--- config.mk ---
export PLATFORM = sky130hd
export DESIGN_NAME = uart_packet_rx
export DESIGN_NICKNAME = d
export VERILOG_FILES = /design/src/rtl/uart_pkt_pkg.sv /design/src/rtl/uart_pkt_timeout.sv /design/src/rtl/uart_packet_rx.sv
export SDC_FILE = /design/constraint.sdc
export NUM_CORES = 1
export LEC_CHECK = 0
export ABC_AREA = 1
export BUFFER_PORTS_ARGS = -buffer_cell sky130_fd_sc_hd__buf_4
export CAP_MARGIN = 10
export CELL_PAD_IN_SITES_DETAIL_PLACEMENT = 0
export CELL_PAD_IN_SITES_GLOBAL_PLACEMENT = 2
export CORE_UTILIZATION = 32
export DETAILED_ROUTE_END_ITERATION = 8
export PLACE_DENSITY_LB_ADDON = 0.1
export SYNTH_ARGS = -nofsm -noshare
export SYNTH_HDL_FRONTEND = slang
export SYNTH_SLANG_ARGS = --single-unit
--- constraint.sdc ---
create_clock -name clk_100MHz -period 1.8 [get_ports clk_100MHz]
set_input_delay 0.27 -clock clk_100MHz [delete_from_list [all_inputs] [get_ports clk_100MHz]]
set_output_delay 0.27 -clock clk_100MHz [all_outputs]
set_load 0.05 [all_outputs]
--- src/rtl/uart_pkt_pkg.sv ---
// uart_pkt_pkg: shared definitions for the UART packet framer.
//   - state_t      : framer states IDLE / PAYLOAD / CHECK
//   - ERR_*        : err_code values reported alongside frame_err
//   - HDR_MARK_DEF : default upper byte that marks a header word
//   - len_ok()     : header length legality test (1..max_len)
package uart_pkt_pkg;

    typedef enum logic [1:0] {
        IDLE    = 2'd0,
        PAYLOAD = 2'd1,
        CHECK   = 2'd2
    } state_t;

    localparam logic [1:0] ERR_BAD_LEN = 2'd0;
    localparam logic [1:0] ERR_BAD_SUM = 2'd1;
    localparam logic [1:0] ERR_TIMEOUT = 2'd2;

    localparam logic [7:0] HDR_MARK_DEF = 8'hA5;

    // A header length is usable when it is non-zero and fits the payload limit.
    function automatic logic len_ok(input logic [7:0] n, input int max_len);
        return (n != 8'd0) && (int'(n) <= max_len);
    endfunction

endpackage

--- src/rtl/uart_pkt_timeout.sv ---
// uart_pkt_timeout: inter-word gap counter for the packet framer.
// Only instantiated when UART_PKT_TIMEOUT_EN is defined.
// Ports:
//   clk    in  system clock
//   reset  in  asynchronous active-high reset
//   clr    in  clear the count (word popped, or framer idle)
//   en     in  count this cycle (framer starved by an empty FIFO)
//   expire out high in the cycle the count sits at TIMEOUT_CYCLES-1 while enabled
module uart_pkt_timeout #(
    parameter int TIMEOUT_CYCLES = 1000000,
    parameter int TO_BITS        = 20
) (
    input  logic clk,
    input  logic reset,
    input  logic clr,
    input  logic en,
    output logic expire
);

    localparam logic [TO_BITS-1:0] LAST_COUNT = TO_BITS'(TIMEOUT_CYCLES - 1);

    logic [TO_BITS-1:0] count_r;

    // Gap counter: clear has priority over counting.
    always_ff @(posedge clk or posedge reset) begin
        if (reset) begin
            count_r <= {TO_BITS{1'b0}};
        end else if (clr) begin
            count_r <= {TO_BITS{1'b0}};
        end else if (en) begin
            count_r <= count_r + {{(TO_BITS-1){1'b0}}, 1'b1};
        end
    end

    assign expire = en & (count_r == LAST_COUNT);

endmodule

--- src/rtl/uart_packet_rx.sv ---
// uart_packet_rx: framing stage behind a show-ahead 16-bit UART RX FIFO.
// Hunts for a header word {HDR_MARK, N}, streams N payload words out on a
// valid/ready port, then checks the trailing word against the 16-bit
// modulo sum of header and payload.
// Optional build macro: UART_PKT_TIMEOUT_EN adds an inter-word timeout
// (err_code 2); without it a stalled frame waits indefinitely.
// Ports:
//   clk_100MHz in  system clock
//   reset      in  asynchronous active-high reset
//   rx_data    in  FIFO head word (valid while rx_empty is low)
//   rx_empty   in  FIFO empty
//   rx_rd      out pop strobe, word on rx_data consumed in the same cycle
//   pl_data    out payload word
//   pl_valid   out pl_data valid
//   pl_ready   in  consumer accepts when pl_valid & pl_ready
//   pl_first   out first payload word of a frame
//   pl_last    out last payload word of a frame
//   frame_len  out length field of the most recent valid header
//   frame_ok   out one-cycle pulse, checksum matched
//   frame_err  out one-cycle pulse, frame bad or aborted
//   err_code   out reason for frame_err: 0 bad length, 1 bad sum, 2 timeout
module uart_packet_rx
    import uart_pkt_pkg::*;
#(
    parameter int         DBITS          = 16,
    parameter logic [7:0] HDR_MARK       = HDR_MARK_DEF,
    parameter int         MAX_LEN        = 32,
    parameter int         TIMEOUT_CYCLES = 1000000,
    parameter int         TO_BITS        = 20
) (
    input  logic             clk_100MHz,
    input  logic             reset,
    input  logic [DBITS-1:0] rx_data,
    input  logic             rx_empty,
    output logic             rx_rd,
    output logic [DBITS-1:0] pl_data,
    output logic             pl_valid,
    input  logic             pl_ready,
    output logic             pl_first,
    output logic             pl_last,
    output logic [7:0]       frame_len,
    output logic             frame_ok,
    output logic             frame_err,
    output logic [1:0]       err_code
);

    // Reject parameter sets the header layout and counter cannot support.
    if (DBITS != 16 || MAX_LEN < 1 || MAX_LEN > 255 ||
        64'(TIMEOUT_CYCLES) >= (64'd1 << TO_BITS)) begin : g_cfg_error
        $error("uart_packet_rx: illegal parameter set");
    end

    state_t           state_r;
    logic [DBITS-1:0] sum_r;
    logic [7:0]       idx_r;
    logic [7:0]       frame_len_r;
    logic [DBITS-1:0] pl_data_r;
    logic             pl_valid_r;
    logic             pl_first_r;
    logic             pl_last_r;
    logic             frame_ok_r;
    logic             frame_err_r;
    logic [1:0]       err_code_r;

    logic             wants_s;
    logic             pop_s;
    logic             accept_s;
    logic             is_hdr_s;
    logic [7:0]       hdr_len_s;
    logic             last_word_s;
    logic [DBITS-1:0] sum_next_s;
    logic             to_expire_s;

    // IDLE drains the FIFO freely (headers never touch the output register);
    // PAYLOAD and CHECK only pop when the output register is free or being
    // accepted, so the last payload word always leaves before the result.
    assign wants_s     = (state_r == IDLE) | ~pl_valid_r | pl_ready;
    assign pop_s       = ~reset & ~rx_empty & wants_s;
    assign accept_s    = pl_valid_r & pl_ready;
    assign is_hdr_s    = (rx_data[DBITS-1 -: 8] == HDR_MARK);
    assign hdr_len_s   = rx_data[7:0];
    assign last_word_s = (idx_r == (frame_len_r - 8'd1));
    assign sum_next_s  = sum_r + rx_data;

`ifdef UART_PKT_TIMEOUT_EN
    logic to_en_s;
    logic to_clr_s;

    // Only count starvation by the FIFO, never consumer back-pressure.
    assign to_en_s  = (state_r != IDLE) & rx_empty & (~pl_valid_r | pl_ready);
    assign to_clr_s = pop_s | (state_r == IDLE);

    uart_pkt_timeout #(
        .TIMEOUT_CYCLES (TIMEOUT_CYCLES),
        .TO_BITS        (TO_BITS)
    ) u_timeout (
        .clk    (clk_100MHz),
        .reset  (reset),
        .clr    (to_clr_s),
        .en     (to_en_s),
        .expire (to_expire_s)
    );
`else
    assign to_expire_s = 1'b0;
`endif

    // Framer FSM with registered payload port and result pulses.
    always_ff @(posedge clk_100MHz or posedge reset) begin
        if (reset) begin
            state_r     <= IDLE;
            sum_r       <= {DBITS{1'b0}};
            idx_r       <= 8'd0;
            frame_len_r <= 8'd0;
            pl_data_r   <= {DBITS{1'b0}};
            pl_valid_r  <= 1'b0;
            pl_first_r  <= 1'b0;
            pl_last_r   <= 1'b0;
            frame_ok_r  <= 1'b0;
            frame_err_r <= 1'b0;
            err_code_r  <= 2'd0;
        end else begin
            frame_ok_r  <= 1'b0;
            frame_err_r <= 1'b0;
            // A held word leaves on acceptance; a same-cycle load below wins.
            if (accept_s) begin
                pl_valid_r <= 1'b0;
            end
            case (state_r)
                IDLE: begin
                    if (pop_s && is_hdr_s) begin
                        if (len_ok(hdr_len_s, MAX_LEN)) begin
                            frame_len_r <= hdr_len_s;
                            sum_r       <= rx_data;
                            idx_r       <= 8'd0;
                            state_r     <= PAYLOAD;
                        end else begin
                            frame_err_r <= 1'b1;
                            err_code_r  <= ERR_BAD_LEN;
                        end
                    end
                end
                PAYLOAD: begin
                    if (to_expire_s) begin
                        frame_err_r <= 1'b1;
                        err_code_r  <= ERR_TIMEOUT;
                        state_r     <= IDLE;
                    end else if (pop_s) begin
                        // Header-looking words are plain payload here.
                        pl_data_r  <= rx_data;
                        pl_valid_r <= 1'b1;
                        pl_first_r <= (idx_r == 8'd0);
                        pl_last_r  <= last_word_s;
                        sum_r      <= sum_next_s;
                        idx_r      <= idx_r + 8'd1;
                        if (last_word_s) begin
                            state_r <= CHECK;
                        end
                    end
                end
                CHECK: begin
                    if (to_expire_s) begin
                        frame_err_r <= 1'b1;
                        err_code_r  <= ERR_TIMEOUT;
                        state_r     <= IDLE;
                    end else if (pop_s) begin
                        if (rx_data == sum_r) begin
                            frame_ok_r <= 1'b1;
                        end else begin
                            frame_err_r <= 1'b1;
                            err_code_r  <= ERR_BAD_SUM;
                        end
                        state_r <= IDLE;
                    end
                end
                default: begin
                    state_r <= IDLE;
                end
            endcase
        end
    end

    assign rx_rd     = pop_s;
    assign pl_data   = pl_data_r;
    assign pl_valid  = pl_valid_r;
    assign pl_first  = pl_first_r;
    assign pl_last   = pl_last_r;
    assign frame_len = frame_len_r;
    assign frame_ok  = frame_ok_r;
    assign frame_err = frame_err_r;
    assign err_code  = err_code_r;

endmodule

======== Word level (Yosys, flattened, before mapping) ========
Index checks and enable logic that the tools add are counted.
word-level totals
  flip-flop bits (word level) ............. 57
  input bits .............................. 20
  output and inout port bits .............. 32
  word-level logic and storage cells ...... 77
cells by class
  add/sub/neg operators ................... 3
  order comparisons ....................... 1
  equality and inequality tests ........... 12
  mux-type cells .......................... 30
  bitwise gates (word level) .............. 8
  reduce and logical (&&, ||, !) cells .... 12
operator list
  kind                                                                               count
  16-bit two-way mux                                                                 3
  16-bit case mux with 2 select lines                                                1
  8-bit two-way mux                                                                  3
  2-bit two-way mux                                                                  9
  16-bit adder                                                                       1
  16-bit == test                                                                     1
  8-bit case mux with 2 select lines                                                 1
  1-bit two-way mux                                                                  10
  2-bit inequality test (second input constant)                                      5
  5-bit AND reduction                                                                2
  8-bit by 1-bit adder with 8-bit output (second input constant)                     1
  8-bit == test                                                                      1
  8-bit == test (second input constant)                                              1
  8-bit by 6-bit less-or-equal comparator with 1-bit output (second input constant)  1
  8-bit logical NOT                                                                  1
  8-bit nonzero test                                                                 1
  8-bit by 1-bit subtractor with 8-bit output (second input constant)                1
  2-bit case mux with 3 select lines                                                 1
  2-bit by 1-bit inequality test with 1-bit output (second input constant)           2
  2-bit case mux with 2 select lines                                                 1
  4-bit AND reduction                                                                1
  2-bit nonzero test                                                                 2
  1-bit AND                                                                          3
  1-bit NOT                                                                          3
  other kinds (8)                                                                    10

======== Longest topological paths before layout ========
  depth in word-level cells ............... 7
  depth in mapped cells ................... 13
  mapped depth without buffers ............ 13

======== Worst setup path before layout ========
No wires, ideal clock.
  path kind ............................... reg-to-reg
  start ................................... register frame_len_r[0], in the netlist frame_len[0]
  end ..................................... register state_r[0]
  setup time .............................. 0.126 ns
  arrival ................................. 1.660 ns
  required time ........................... 1.674 ns
  slack ................................... 0.014 ns
  cell stages (with the launch flop) ...... 13
  buffers on the path ..................... 0
  cells stage by stage .................... dfrtp_1 -> inv_1 -> ha_1 -> nand2_1 -> nand2_1 -> nand2_1 -> nand2_1 -> inv_1 -> nand3_1 -> nor2_1 -> nand2_1 -> nand2_1 -> nand3_1
between the ends
  longest elaborated chain between the ends .. 4
ends and longest elaborated chain
  what                                         line                   source
  from (decl)                                  uart_packet_rx.sv:56   logic [7:0] frame_len_r;
  from (signal assigned)                       uart_packet_rx.sv:132  frame_len_r <= hdr_len_s;
  8-bit by 1-bit subtractor with 8-bit output  uart_packet_rx.sv:82   assign last_word_s = (idx_r == (frame_len_r - 8'd1));
  8-bit == test                                uart_packet_rx.sv:82
  2-bit inequality test (no line)              --
  5-bit AND reduction (no line)                --
  to (signal assigned)                         uart_packet_rx.sv:110  state_r <= IDLE;
  to (signal assigned)                         uart_packet_rx.sv:135  state_r <= PAYLOAD;
  to (signal assigned)                         uart_packet_rx.sv:146  state_r <= IDLE;
  to (decl)                                    uart_packet_rx.sv:53   state_t state_r;
Every way passes these cells.
A chain may end at the register's enable or synchronous reset.

======== Final worst setup path ========
  start ................................... register sum_r[10]
  end ..................................... register sum_r[13]
between the ends
  longest elaborated chain between the ends .. 3
ends and longest elaborated chain
  what                                 line                   source
  from (decl)                          uart_packet_rx.sv:54   logic [DBITS-1:0] sum_r;
  from (signal assigned)               uart_packet_rx.sv:111  sum_r <= {DBITS{1'b0}};
  from (signal assigned)               uart_packet_rx.sv:133  sum_r <= rx_data;
  from (signal assigned)               uart_packet_rx.sv:153  sum_r <= sum_next_s;
  16-bit adder                         uart_packet_rx.sv:83   assign sum_next_s = sum_r + rx_data;
  16-bit two-way mux                   uart_packet_rx.sv:147  end else if (pop_s) begin
  16-bit case mux with 2 select lines  uart_packet_rx.sv:128  case (state_r)
Every way passes these cells. The select of a mux whose other input is x is not followed.

==> impl_metrics.csv <==
group,metric,value,unit
yosys,ys_seq_area_share,37.2,%
critical_path,required,2.00,ns
pwr,power.density,1250,nW/um^2
floorplanning,core-area,11400,um^2
worst_hold_path,min_path_type,"input port to register",
pwr,ir_worst_vdd,0.000495,V
outcome,outcome,"finished clean",
yosys,ys_warn_count,0,
yosys,syn_area,3760,um^2
critical_path,cp-start-kind,"register",
routing,drt_iter0_drc,192,
yosys,yosys-top-cells-count,"nand2_1 (210), inv_1 (86), dfrtp_1 (56)",
floorplanning,rows,39,
final_layout,syn_to_final_growth,29.4,%
yosys,synthCells,556,
routing,drt_first_pass_iters,4,
critical_path,crit_top_cell,"nand2_1",
yosys,synth_edf_count,0,
yosys,synth_fp_nets,595,
pwr,p_clk_share,19.0,%
routing,vias,3571,
global_route,grt_pass1_vias,3450,
yosys,synth-seq-cells,56,
final_layout,multiInputGateArea,2100,um^2
sta,timing.final.ws_setup,0.0704,ns
yosys,synthTopCellsByArea,"dfrtp_1 (37%), nand2_1 (21%), inv_1 (8.6%), ha_1 (6.0%), nand3_1 (5.1%)",
sta,finalSetupViolations,0,
final_layout,final_layout_size_suffix_gt1_share,20.8,%
critical_path,cp_slowest_cell,"ha_1",
global_route,overflow,0,
placed_design,placed_cell_area,4480,um^2
pwr,power.net_switching,2.60,mW
clocking,cts.path.max_buffers,2,
clocking,cts_max_level,2,
floorplanning,dieArea,12200,um^2
placed_design,io_buffers,50,
yosys,synth_area_leader_cell,"dfrtp_1",
clocking,numCtsBuffers,5,
final_layout,finalInstanceArea,4870,um^2
floorplanning,die_w,110,um
sta,finalCritPeriodShare,96.1,%
yosys,synth_most_common_cell,"nand2_1",
global_route,grt_pass1_wl,17.6,mm
sta,fmax,0.578,GHz
final_layout,nets,674,
critical_path,crit_fanout,6,
sta,skew,0.00824,ns
placed_design,dp_hpwl,8.27,mm
clocking,clk_latency,0.30,ns
critical_path,path_class,"register to register",
sta,finalCriticalPeriod,1.73,ns
clocking,cts-root-buf,"clkbuf_16",
pwr,cellLeakagePower,2.70,nW
critical_path,cpPeakStageDelay,0.43,ns
global_route,gr-usage-all-layers,17.9,%
placed_design,pre_cts_ws,-0.109,ns
yosys,postSynthAreaPerCell,6.77,um^2
floorplanning,start_util,33.0,%
sta,rsz0062_at_grt,"true",
final_layout,fillCellCount,1224,
routing,drt-total-wl,10.6,mm
yosys,synth_cell_types,32,
floorplanning,io_pins,52,
yosys,synth_flop_cell,"dfrtp_1",
clocking,clk_pin_slew,0.08,ns
floorplanning,fp.dieH,110,um
pwr,swShare,42.7,%
sta,whs,0.193,ns
clocking,cts_tree,"yes",
pwr,power_frac_seq,29.9,%
yosys,synth_top_area_share,37.2,%
critical_path,endpoint_kind,"register",
pwr,total_power,6.08,mW
sta,maxSlewViolCount,0,
flow_run,cap_violations,0,
placed_design,globalplace.congestion,0.796,
routing,post_drt_via_cell_ratio,4.58,
sta,hold_violations,0,
yosys,ys_async_sr_fraction,100,%
critical_path,cp_cell_sequence,"ha_1 > nand2_1 > nor2_2 > and3_1 > nand2_1 > nand3_1 > nand3_1 > nand2_1 > nand2_1",
routing,drtAntennaViolNets,0,
global_route,grt_max_degree,43,
routing,drc,0,
final_layout,diodes,0,
pwr,comb_power_share,51.1,%
critical_path,arrival,1.93,ns
routing,wl_per_cell,13.6,um
clocking,clock_sinks,56,
sta,tns,0,ns
final_layout,seq_area,1400,um^2
global_route,antenna_found_initial,0,
pwr,internal_power,3.48,mW
[path summary, 6_finish.rpt]
kind	start	end	slack [ns]	cells after the start
setup / recovery	sum_r[10]$_DFFE_PP0P_	sum_r[13]$_DFFE_PP0P_	0.07	9
hold / removal	rx_data[15]	pl_data[15]$_DFFE_PP0P_	0.19	3
setup reg to reg	sum_r[10]$_DFFE_PP0P_	sum_r[13]$_DFFE_PP0P_	0.07	9
hold reg to reg	sum_r[14]$_DFFE_PP0P_	sum_r[14]$_DFFE_PP0P_	0.48	2
max in group asynchronous	reset	pl_data[0]$_DFFE_PP0P_	0.72	4
min in group asynchronous	reset	pl_data[8]$_DFFE_PP0P_	0.52	3
[area by class of cell]
class                      count  area share [%]
sequential                    56            28.8
inverter                      88            6.94
clock inverter                 3           0.950
multi-input combinational    398            43.1
tap                          143            3.67
clock buffer                   5            2.57
timing repair buffer          86            14.0
[state kept, by name, summed over array words and instances (netlist names)]
| name | flops |
|---|---|
| pl_data | 16 |
| sum_r | 16 |
| frame_len | 8 |
| idx_r | 8 |
| state_r | 2 |
| err_code | 1 |
| frame_err | 1 |
| frame_ok | 1 |
| pl_first | 1 |
| pl_last | 1 |
| pl_valid | 1 |
[cell usage in the layout, fill, tap and decap left out, drive strengths merged, types with 3 or more instances in the layout]
| cell type | Yosys | layout |
|---|---|---|
| a21oi | 9 | 9 |
| buf | 11 | 85 |
| clkbuf | 3 | 5 |
| dfrtp | 56 | 56 |
| ha | 18 | 18 |
| inv | 88 | 89 |
| nand2 | 211 | 211 |
| nand3 | 38 | 38 |
| nand4 | 11 | 11 |
| nor2 | 44 | 44 |
| nor3 | 3 | 3 |
| nor4 | 3 | 3 |
| o21ai | 38 | 38 |
| xnor2 | 5 | 5 |
| xor2 | 11 | 11 |
[routing by layer]
metal / GRT usage (%) / up-vias / wire length, um
met5: 0 / - / 0
met4: 4.71 / 0 / 116
met3: 2.31 / 7 / 202
met2: 28.4 / 30 / 4900
met1: 25.5 / 1655 / 5360
li1: - / 1879 / -
[through the flow]
| step | std cells | util, % |
|---|---|---|
| 6_report | 779 | 42.7 |
| 5_1_grt | 779 | 42.7 |
| 4_1_cts | 774 | 41.0 |
| 3_5_place_dp | 765 | 39.2 |
| 3_3_place_gp | 765 | 39.2 |
| 2_1_floorplan | 556 | - |
[critical path, delay by kind of cell (launching register included)]
family / cells / cell delay [ns]
simple gates: 8 / 0.80
fa+ha+maj: 1 / 0.43
flops: 1 / 0.40
[power groups by stage]
stage	combinational (mW)	clock, mW	sequential [mW]
floorplan	1.83	0	1.96
global placement	2.84	0	1.80
detailed placement	2.84	0	1.81
CTS	2.87	1.19	1.79
global route	3.54	1.24	1.86
finish	3.11	1.16	1.81
[cell families after synthesis]
group	share of synthesized area [%]
compound gates	6.35
xor+xnor	3.72
fa+ha+maj	6.51
buf+inv	11.4
flops	37.2
mux	0.266
other cells	0.0996
simple gates	34.5
[timing repair]
action | CTS | global route
pin swaps | 0 | 10
hold buffers | 1 | 0
hold endpoints to repair | 14 | 0
setup endpoints to repair | 6 | 19
gates resized for setup | 7 | 29
gates cloned | 0 | 0
setup buffers | 0 | 5
(Power assumes the default switching activity.)
